File: config.mk
export PLATFORM = sky130hd
export DESIGN_NAME = ptw_sv32
export DESIGN_NICKNAME = d
export VERILOG_FILES = /design/src/rtl/ptw_sv32.sv
export SDC_FILE = /design/constraint.sdc
export NUM_CORES = 1
export LEC_CHECK = 0
export CORE_UTILIZATION = 48
export DETAILED_ROUTE_END_ITERATION = 8
export PLACE_DENSITY = 0.85
export SETUP_SLACK_MARGIN = 0.2
export SLEW_MARGIN = 25
export SYNTH_ARGS = -nofsm -noshare
export SYNTH_HDL_FRONTEND = slang
export SYNTH_SLANG_ARGS = --single-unit
export TNS_END_PERCENT = 100
File: constraint.sdc
create_clock -name clk -period 2.8 [get_ports clk]
set_clock_uncertainty 0.05 [all_clocks]
set_input_delay 0.56 -clock clk [delete_from_list [all_inputs] [get_ports clk]]
set_output_delay 0.56 -clock clk [all_outputs]
set_load 0.01 [all_outputs]
File: src/rtl/ptw_sv32.sv
// Sv32 page-table walker: two-level PTE walk per TLB miss, single outstanding read, refill or fault strobe.
// Define SV32_SUPERPAGE_EN to refill aligned 4 MiB leaves found at level 1 (otherwise they fault).
module ptw_sv32 #(
   parameter  int PA_WD   = 34,
   localparam int PPN_WD  = 22,
   localparam int ASID_WD = 9,
   localparam int DATA_WD = 32
) (
   input  logic               clk,
   input  logic               rst,
   input  logic               req_valid,
   output logic               req_ready,
   input  logic [19:0]        req_vpn,
   input  logic [ASID_WD-1:0] req_asid,
   input  logic [PPN_WD-1:0]  satp_ppn,
   input  logic               flush,
   output logic               mem_req_valid,
   input  logic               mem_req_ready,
   output logic [PA_WD-1:0]   mem_req_addr,
   input  logic               mem_resp_valid,
   input  logic [DATA_WD-1:0] mem_resp_data,
   output logic               refill_valid,
   output logic [19:0]        refill_vpn,
   output logic [ASID_WD-1:0] refill_asid,
   output logic [PPN_WD-1:0]  refill_ppn,
   output logic [7:0]         refill_flags,
   output logic               refill_super,
   output logic               fault_valid
);

   typedef enum logic [2:0] {IDLE, L1_REQ, L1_WAIT, L0_REQ, L0_WAIT, DONE, FAULT} state_e;

   state_e              state_q, state_d;
   logic [19:0]         vpn_q, vpn_d;
   logic [ASID_WD-1:0]  asid_q, asid_d;
   logic [PPN_WD-1:0]   satp_q, satp_d;
   logic [PPN_WD-1:0]   pte_ppn_q, pte_ppn_d;
   logic                drop_q, drop_d;
   logic [PPN_WD-1:0]   rppn_q, rppn_d;
   logic [7:0]          rflags_q, rflags_d;
`ifdef SV32_SUPERPAGE_EN
   logic                rsuper_q, rsuper_d;
`endif

   logic [PPN_WD-1:0]   pte_ppn;
   logic                pte_bad, pte_leaf, pte_a;
   logic                pte_rsw_unused;

   assign pte_ppn        = mem_resp_data[31:10];
   // Invalid, or the reserved write-without-read encoding.
   assign pte_bad        = ~mem_resp_data[0] | (~mem_resp_data[1] & mem_resp_data[2]);
   assign pte_leaf       = mem_resp_data[1] | mem_resp_data[3];
   assign pte_a          = mem_resp_data[6];
   assign pte_rsw_unused = ^mem_resp_data[9:8];

   always_comb begin
      state_d   = state_q;
      vpn_d     = vpn_q;
      asid_d    = asid_q;
      satp_d    = satp_q;
      pte_ppn_d = pte_ppn_q;
      drop_d    = drop_q;
      rppn_d    = rppn_q;
      rflags_d  = rflags_q;
`ifdef SV32_SUPERPAGE_EN
      rsuper_d  = rsuper_q;
`endif
      case (state_q)
         IDLE: begin
            drop_d = 1'b0;
            if (req_valid) begin
               vpn_d   = req_vpn;
               asid_d  = req_asid;
               satp_d  = satp_ppn;
               state_d = L1_REQ;
            end
         end
         L1_REQ, L0_REQ: begin
            // A flush that races the handshake must still swallow the response.
            if (mem_req_ready) begin
               state_d = (state_q == L1_REQ) ? L1_WAIT : L0_WAIT;
               if (flush) drop_d = 1'b1;
            end else if (flush) begin
               state_d = IDLE;
            end
         end
         L1_WAIT: begin
            if (mem_resp_valid) begin
               if (drop_q || flush) begin
                  state_d = IDLE;
               end else if (pte_bad) begin
                  state_d = FAULT;
               end else if (!pte_leaf) begin
                  pte_ppn_d = pte_ppn;
                  state_d   = L0_REQ;
               end else if (!pte_a) begin
                  state_d = FAULT;
               end else begin
`ifdef SV32_SUPERPAGE_EN
                  if (pte_ppn[9:0] == 10'd0) begin
                     rppn_d   = pte_ppn;
                     rflags_d = mem_resp_data[7:0];
                     rsuper_d = 1'b1;
                     state_d  = DONE;
                  end else begin
                     state_d = FAULT;
                  end
`else
                  state_d = FAULT;
`endif
               end
            end else if (flush) begin
               drop_d = 1'b1;
            end
         end
         L0_WAIT: begin
            if (mem_resp_valid) begin
               if (drop_q || flush) begin
                  state_d = IDLE;
               end else if (pte_bad || !pte_leaf || !pte_a) begin
                  state_d = FAULT;
               end else begin
                  rppn_d   = pte_ppn;
                  rflags_d = mem_resp_data[7:0];
`ifdef SV32_SUPERPAGE_EN
                  rsuper_d = 1'b0;
`endif
                  state_d  = DONE;
               end
            end else if (flush) begin
               drop_d = 1'b1;
            end
         end
         DONE, FAULT: state_d = IDLE;
         default:     state_d = IDLE;
      endcase
   end

   always_ff @(posedge clk or negedge rst) begin
      if (!rst) begin
         state_q   <= IDLE;
         vpn_q     <= '0;
         asid_q    <= '0;
         satp_q    <= '0;
         pte_ppn_q <= '0;
         drop_q    <= 1'b0;
         rppn_q    <= '0;
         rflags_q  <= '0;
`ifdef SV32_SUPERPAGE_EN
         rsuper_q  <= 1'b0;
`endif
      end else begin
         state_q   <= state_d;
         vpn_q     <= vpn_d;
         asid_q    <= asid_d;
         satp_q    <= satp_d;
         pte_ppn_q <= pte_ppn_d;
         drop_q    <= drop_d;
         rppn_q    <= rppn_d;
         rflags_q  <= rflags_d;
`ifdef SV32_SUPERPAGE_EN
         rsuper_q  <= rsuper_d;
`endif
      end
   end

   always_comb begin
      mem_req_addr = '0;
      case (state_q)
         L1_REQ:  mem_req_addr = PA_WD'({satp_q, vpn_q[19:10], 2'b00});
         L0_REQ:  mem_req_addr = PA_WD'({pte_ppn_q, vpn_q[9:0], 2'b00});
         default: mem_req_addr = '0;
      endcase
   end

   assign req_ready     = (state_q == IDLE);
   assign mem_req_valid = (state_q == L1_REQ) || (state_q == L0_REQ);
   assign refill_valid  = (state_q == DONE);
   assign fault_valid   = (state_q == FAULT);
   assign refill_vpn    = vpn_q;
   assign refill_asid   = asid_q;
   assign refill_ppn    = rppn_q;
   assign refill_flags  = rflags_q;
`ifdef SV32_SUPERPAGE_EN
   assign refill_super  = rsuper_q;
`else
   assign refill_super  = 1'b0;
`endif

endmodule

==> impl_metrics.csv, run 1 <==
group,metric,value,unit
status,status,"complete, no violations",
synth,yosysSeqAreaShare,54.7,%
finish,drive_gt1_share,26.3,%
grt,grt_start_max_net_pins,54,
timing,fin_crit_sh,91.9,%
clock_tree,cts_tree,"done",
timing,rsz0062_at_grt,"yes",
setup_path,crit_path_cell_trace,"nor2b_1 > and2_1 > clkdlybuf4s50_1",
placement,numPortBuffers,181,
placement,place_ws,249,ps
placement,gp_congestion,0.870,
die,num_rows,36,
setup_path,crit_cells,3,
power_and_ir_drop,netSwitchingFraction,32.1,%
clock_tree,clk_pin_slew,100,ps
detailed_routing,viasPerCell,5.12,
run,drv_cap,0,
die,die_h,103,um
clock_tree,htreeDepth,3,
setup_path,cp_slowest_stage_delay,570,ps
die,initial_utilization,49.8,%
finish,design_area,0.00715,mm2
setup_path,crit_buf_inv,1,
synth,synthFlopType,"dfrtp_1",
setup_path,cp-start-kind,"flop",
power_and_ir_drop,power_frac_comb,47.9,%
timing,tns,0,ps
synth,synth_edf_count,0,
synth,yosysMostFrequentCell,"dfrtp_1",
grt,grt_pass1_vias,3679,
timing,worst_slack,228,ps
timing,hold_violations,0,
setup_path,cpLargestDelayFamily,"flip-flops",
detailed_routing,wl_per_cell,17.4,um
synth,syn_inst,351,
clock_tree,numCtsBuffers,9,
synth,avgSynthCellArea,13.9,um2
die,core_area,0.00982,mm2
finish,fin_nets,627,
timing,layout_min_cycle_time,2570,ps
timing,max-slew-margin-rel,53.5,%
synth,async_flop_share,100,%
setup_path,crit_slowest_cell,"dfrtp_4",
synth,synth_warnings,0,
synth,yosysTopAreaCell,"dfrtp_1",
power_and_ir_drop,p_switching,0.00217,W
power_and_ir_drop,p_per_area,947,mW/mm2
timing,slew_viol_final,0,
placement,placed_cell_area,0.00688,mm2
power_and_ir_drop,p_total,0.00678,W
synth,synthTopCellsByCount,"dfrtp_1, mux2_2, nor2_1",
grt,grt_pass1_wl,18.3,mm
synth,yosysTopAreaCellShare,54.7,%
finish,area_growth,46.2,%
setup_path,end_kind,"primary output",
grt,antenna_found_initial,0,
grt,grt_use_total,22.7,%
die,design.portCount,187,
min_path,holdCritPathClass,"primary input to async pin",
power_and_ir_drop,vdd.ir_drop.worst,0.671,mV
placement,post-dp-hpwl,8.65,mm
die,die-area,0.0106,mm2
timing,max_freq,389,MHz
die,die_w,103,um
detailed_routing,drt_iter0_markers,77,
detailed_routing,drc,0,
setup_path,ff2ff_path_depth,4,
timing,setup_viol,0,
detailed_routing,antenna_left,0,
clock_tree,clock_latency,360,ps
timing,worst_pin_slew,698,ps
finish,antenna_cells,0,
clock_tree,clk_path_buf_depth,2,
power_and_ir_drop,p_clk_share,15.5,%
power_and_ir_drop,leakage,3.23,nW
synth,yosys-top-cells-area,"dfrtp_1, mux2_2, mux2_4",
detailed_routing,wl,11.8,mm
synth,syn_area,0.00489,mm2
clock_tree,clock-sinks,107,
detailed_routing,num_vias,3460,
detailed_routing,dr.pass1.iters,4,
synth,synth_seq_cells,107,
setup_path,worstPathMaxFanout,11,
grt,grt_overflow,0,
setup_path,required,2190,ps
synth,ys_types,38,
power_and_ir_drop,p_int,0.00460,W
clock_tree,root_buffer,"clkbuf_8",
setup_path,crit_arrival,1960,ps
setup_path,critical_path_class,"flop to primary output",
power_and_ir_drop,power_frac_seq,36.5,%
[repair_timing]
| action | 4_1_cts | 5_1_grt |
|---|---|---|
| resized for setup | 4 | 2 |
| setup endpoints to repair | 32 | 11 |
| setup buffers | 2 | 2 |
| hold buffers | 0 | 0 |
[through the flow]
stage | instances | hold slack [ps] | util (%)
finish | 676 | 176 | 72.9
global route | 676 | 226 | 72.9
CTS | 674 | 198 | 72.7
detailed placement | 656 | 401 | 70.1
global placement | 656 | 400 | 70.1
floorplan | 353 | 214 | -
[worst reg2reg max path, cell delays in order (launching register included)]
cell	delay, ps
dfrtp_4	570
nor3_1	340
and2_2	510
buf_12	240
mux2_2	360
[flip-flops by register name (all words and copies together) (netlist names)]
| register | count |
|---|---|
| pte_ppn_q | 22 |
| refill_ppn | 22 |
| satp_q | 22 |
| refill_vpn | 20 |
| refill_asid | 9 |
| refill_flags | 8 |
| state_q | 3 |
| drop_q | 1 |
[power by group through the flow]
stage          registers [W]  logic, W  clock network (W)
5_1_grt              0.00255   0.00347            0.00114
3_3_place_gp         0.00247   0.00313                  0
3_5_place_dp         0.00252   0.00319                  0
4_1_cts              0.00248   0.00327            0.00108
6_report             0.00248   0.00325            0.00105
2_1_floorplan        0.00256   0.00160                  0
[worst paths after layout]
check | end | slack, ps | from
hold reg to reg | refill_flags[0]$_DFFE_PN0P_ | 420 | refill_flags[0]$_DFFE_PN0P_
min in group clk | refill_flags[0]$_DFFE_PN0P_ | 420 | refill_flags[0]$_DFFE_PN0P_
max in group asynchronous | satp_q[2]$_DFFE_PN0P_ | 1740 | rst
setup reg to reg | satp_q[18]$_DFFE_PN0P_ | 630 | state_q[1]$_DFFE_PN0P_
setup / recovery | refill_valid | 230 | state_q[1]$_DFFE_PN0P_
hold / removal | drop_q$_DFFE_PN0P_ | 180 | rst
[layer usage]
metal	up-vias	routed length (um)	track usage, %
li1	1596	-	-
met1	1735	4850	27.8
met2	123	6080	39.5
met3	6	787	7.12
met4	0	73	4.55
met5	-	0	0
[cell families after synthesis]
kind of cell / count (synthesis) / share of synthesized area [%]
simple gates: 60 / 6.24
flops: 107 / 54.7
mux: 133 / 31.9
other cells: 1 / 0.0767
compound gates: 21 / 2.97
buf+inv: 29 / 4.04
[cell usage in the layout, fill, tap and decap left out, types with 2 or more instances in the layout]
cell and count:
nor2_1 34, a31oi_1 2, o21ai_0 3, clkdlybuf4s50_1 178
a2bb2oi_1 2, nand2b_1 2, a21oi_1 4, dlymetal6s2s_1 2
dfrtp_1 106, buf_4 13, conb_1 3, inv_1 3
mux2i_1 32, nor2b_1 4, clkbuf_8 10, mux2_2 73
nand2_1 6, bufinv_16 2, nor3_1 2, mux2_4 28
and2_1 2, buf_12 6, o41ai_1 2
[cell type report]
cell class	instances	area (um2)
Clock buffer	11	141
Clock inverter	5	85.1
Fill cell	699	2670
Inverter	3	11.3
Multi-Input combinational cell	217	2030
Sequential cell	107	2680
Tap cell	133	166
Timing Repair Buffer	200	2040
Note: power is estimated with default switching activity, not from simulation.
==> run 2: changes to the inputs <==
- CORE_UTILIZATION: 48 -> 40
- GPL_ROUTABILITY_DRIVEN: unset -> 0
- PLACE_DENSITY: 0.85 -> 0.73
==> impl_metrics.csv, run 2 (synthesis gave the netlist of run 1 again) <==
group,metric,value,unit
detailed_routing,viasPerCell,4.94,
timing,fin_crit_sh,89.6,%
clock_tree,clock_latency,340,ps
setup_path,critical_path_class,"flop to primary output",
setup_path,worstPathMaxFanout,19,
timing,hold_violations,0,
setup_path,cp-start-kind,"flop",
timing,setup_viol,0,
detailed_routing,antenna_left,0,
setup_path,ff2ff_path_depth,4,
clock_tree,clk_path_buf_depth,2,
setup_path,reg2reg_to,"refill_vpn[3]$_DFFE_PN0P_",
die,num_rows,40,
grt,grt_use_total,19.1,%
clock_tree,clock-sinks,107,
finish,area_growth,47.9,%
timing,rsz0062_at_grt,"yes",
finish,drive_gt1_share,26.6,%
detailed_routing,wl_per_cell,17.1,um
die,die_h,113,um
die,die_w,113,um
clock_tree,clk_pin_slew,70,ps
timing,worst_pin_slew,676,ps
placement,dp.cells,669,
finish,final_common_cell,"clkdlybuf4s50_1",
placement,numPortBuffers,181,
grt,grt_start_max_net_pins,52,
min_path,holdCritPathClass,"primary input to async pin",
clock_tree,cts_tree,"done",
clock_tree,numCtsBuffers,9,
finish,utilization,60.5,%
grt,grt_overflow,0,
timing,layout_min_cycle_time,2510,ps
setup_path,crit_arrival,1900,ps
detailed_routing,drt_iter0_markers,96,
die,initial_utilization,40.9,%
setup_path,end_kind,"primary output",
die,design.portCount,187,
grt,grt_pass1_wl,18.7,mm
detailed_routing,wl,11.8,mm
detailed_routing,dr.pass1.iters,4,
power_and_ir_drop,leakage,3.24,nW
timing,slew_viol_final,0,
finish,final_cell_mix,"clkdlybuf4s50_1, dfrtp_1, mux2_2",
finish,fin_cells,689,
placement,post-dp-hpwl,8.40,mm
run,drv_cap,0,
grt,antenna_found_initial,0,
finish,multi_input_area,0.00204,mm2
timing,max-slew-margin-rel,54.9,%
finish,fill_cells,974,
finish,fin_nets,626,
power_and_ir_drop,p_total,0.00692,W
die,core_area,0.0120,mm2
setup_path,required,2190,ps
status,status,"complete, no violations",
detailed_routing,num_vias,3407,
setup_path,timing.rr.start,"state_q[1]$_DFFE_PN0P_",
finish,ff_latch_area,0.00268,mm2
die,die-area,0.0127,mm2
setup_path,regToRegSetupSlack,860,ps
timing,max_freq,399,MHz
clock_tree,root_buffer,"clkbuf_16",
power_and_ir_drop,vdd.ir_drop.worst,0.516,mV
clock_tree,htreeDepth,3,
grt,grt_pass1_vias,3516,
detailed_routing,drc,0,
finish,antenna_cells,0,
timing,finalHoldWorstSlack,187,ps
timing,tns,0,ps
power_and_ir_drop,p_per_area,957,mW/mm2
run 2: metal layers:
layer	global-route usage, %	wire length [um]	up-vias
li1	-	-	1602
met2	31.3	5850	101
met3	4.64	632	12
met4	7.82	179	0
met1	24.2	5120	1692
met5	0	0	-
run 2: critical path, cell delays in order, from the launching register on:
cell and delay, ps:
dfrtp_1 380, nand2b_4 260, buf_12 220, nor2_1 130, clkdlybuf4s50_1 560
run 2: layout make-up:
cell class                      count  share of cell area (%)
Timing Repair Buffer              199                    28.1
Inverter                            3                   0.156
Tap cell                          147                    2.54
Sequential cell                   107                    37.1
Clock inverter                      6                   0.675
Multi-Input combinational cell    217                    28.1
Clock buffer                       10                    3.30
run 2: how the worst max path moves through the flow:
stage	end	depth (start not counted)	slack, ps	startpoint
finish	mem_req_addr[2]	4	290	state_q[2]$_DFFE_PN0P_
global route	mem_req_addr[9]	4	180	state_q[1]$_DFFE_PN0P_
CTS	mem_req_addr[33]	4	240	state_q[2]$_DFFE_PN0P_
detailed placement	refill_ppn[17]$_DFFE_PN0P_	6	360	mem_resp_valid
global placement	refill_ppn[18]$_DFFE_PN0P_	6	350	mem_resp_valid
floorplan	refill_flags[1]$_DFFE_PN0P_	6	940	flush
run 2: where the power goes:
group          internal [W]  leakage [nW]  total [W]  switching (W)
sequential          0.00211          1.37    0.00246       0.000348
clock              0.000636         0.137    0.00122       0.000583
combinational       0.00196          1.73    0.00324        0.00128
total               0.00471          3.24    0.00692        0.00221
run 2: through the flow:
step / area [um2] / setup WS [ps]
2_1_floorplan: 4900 / 942
3_3_place_gp: 6900 / 355
3_5_place_dp: 6900 / 355
4_1_cts: 7230 / 245
5_1_grt: 7230 / 184
6_report: 7230 / 292
run 2: timing repair:
action / in CTS / in global routing
setup endpoints to repair: 35 / 3
gates resized for setup: 2 / 2
setup buffers: 4 / 0
hold buffers: 0 / 0
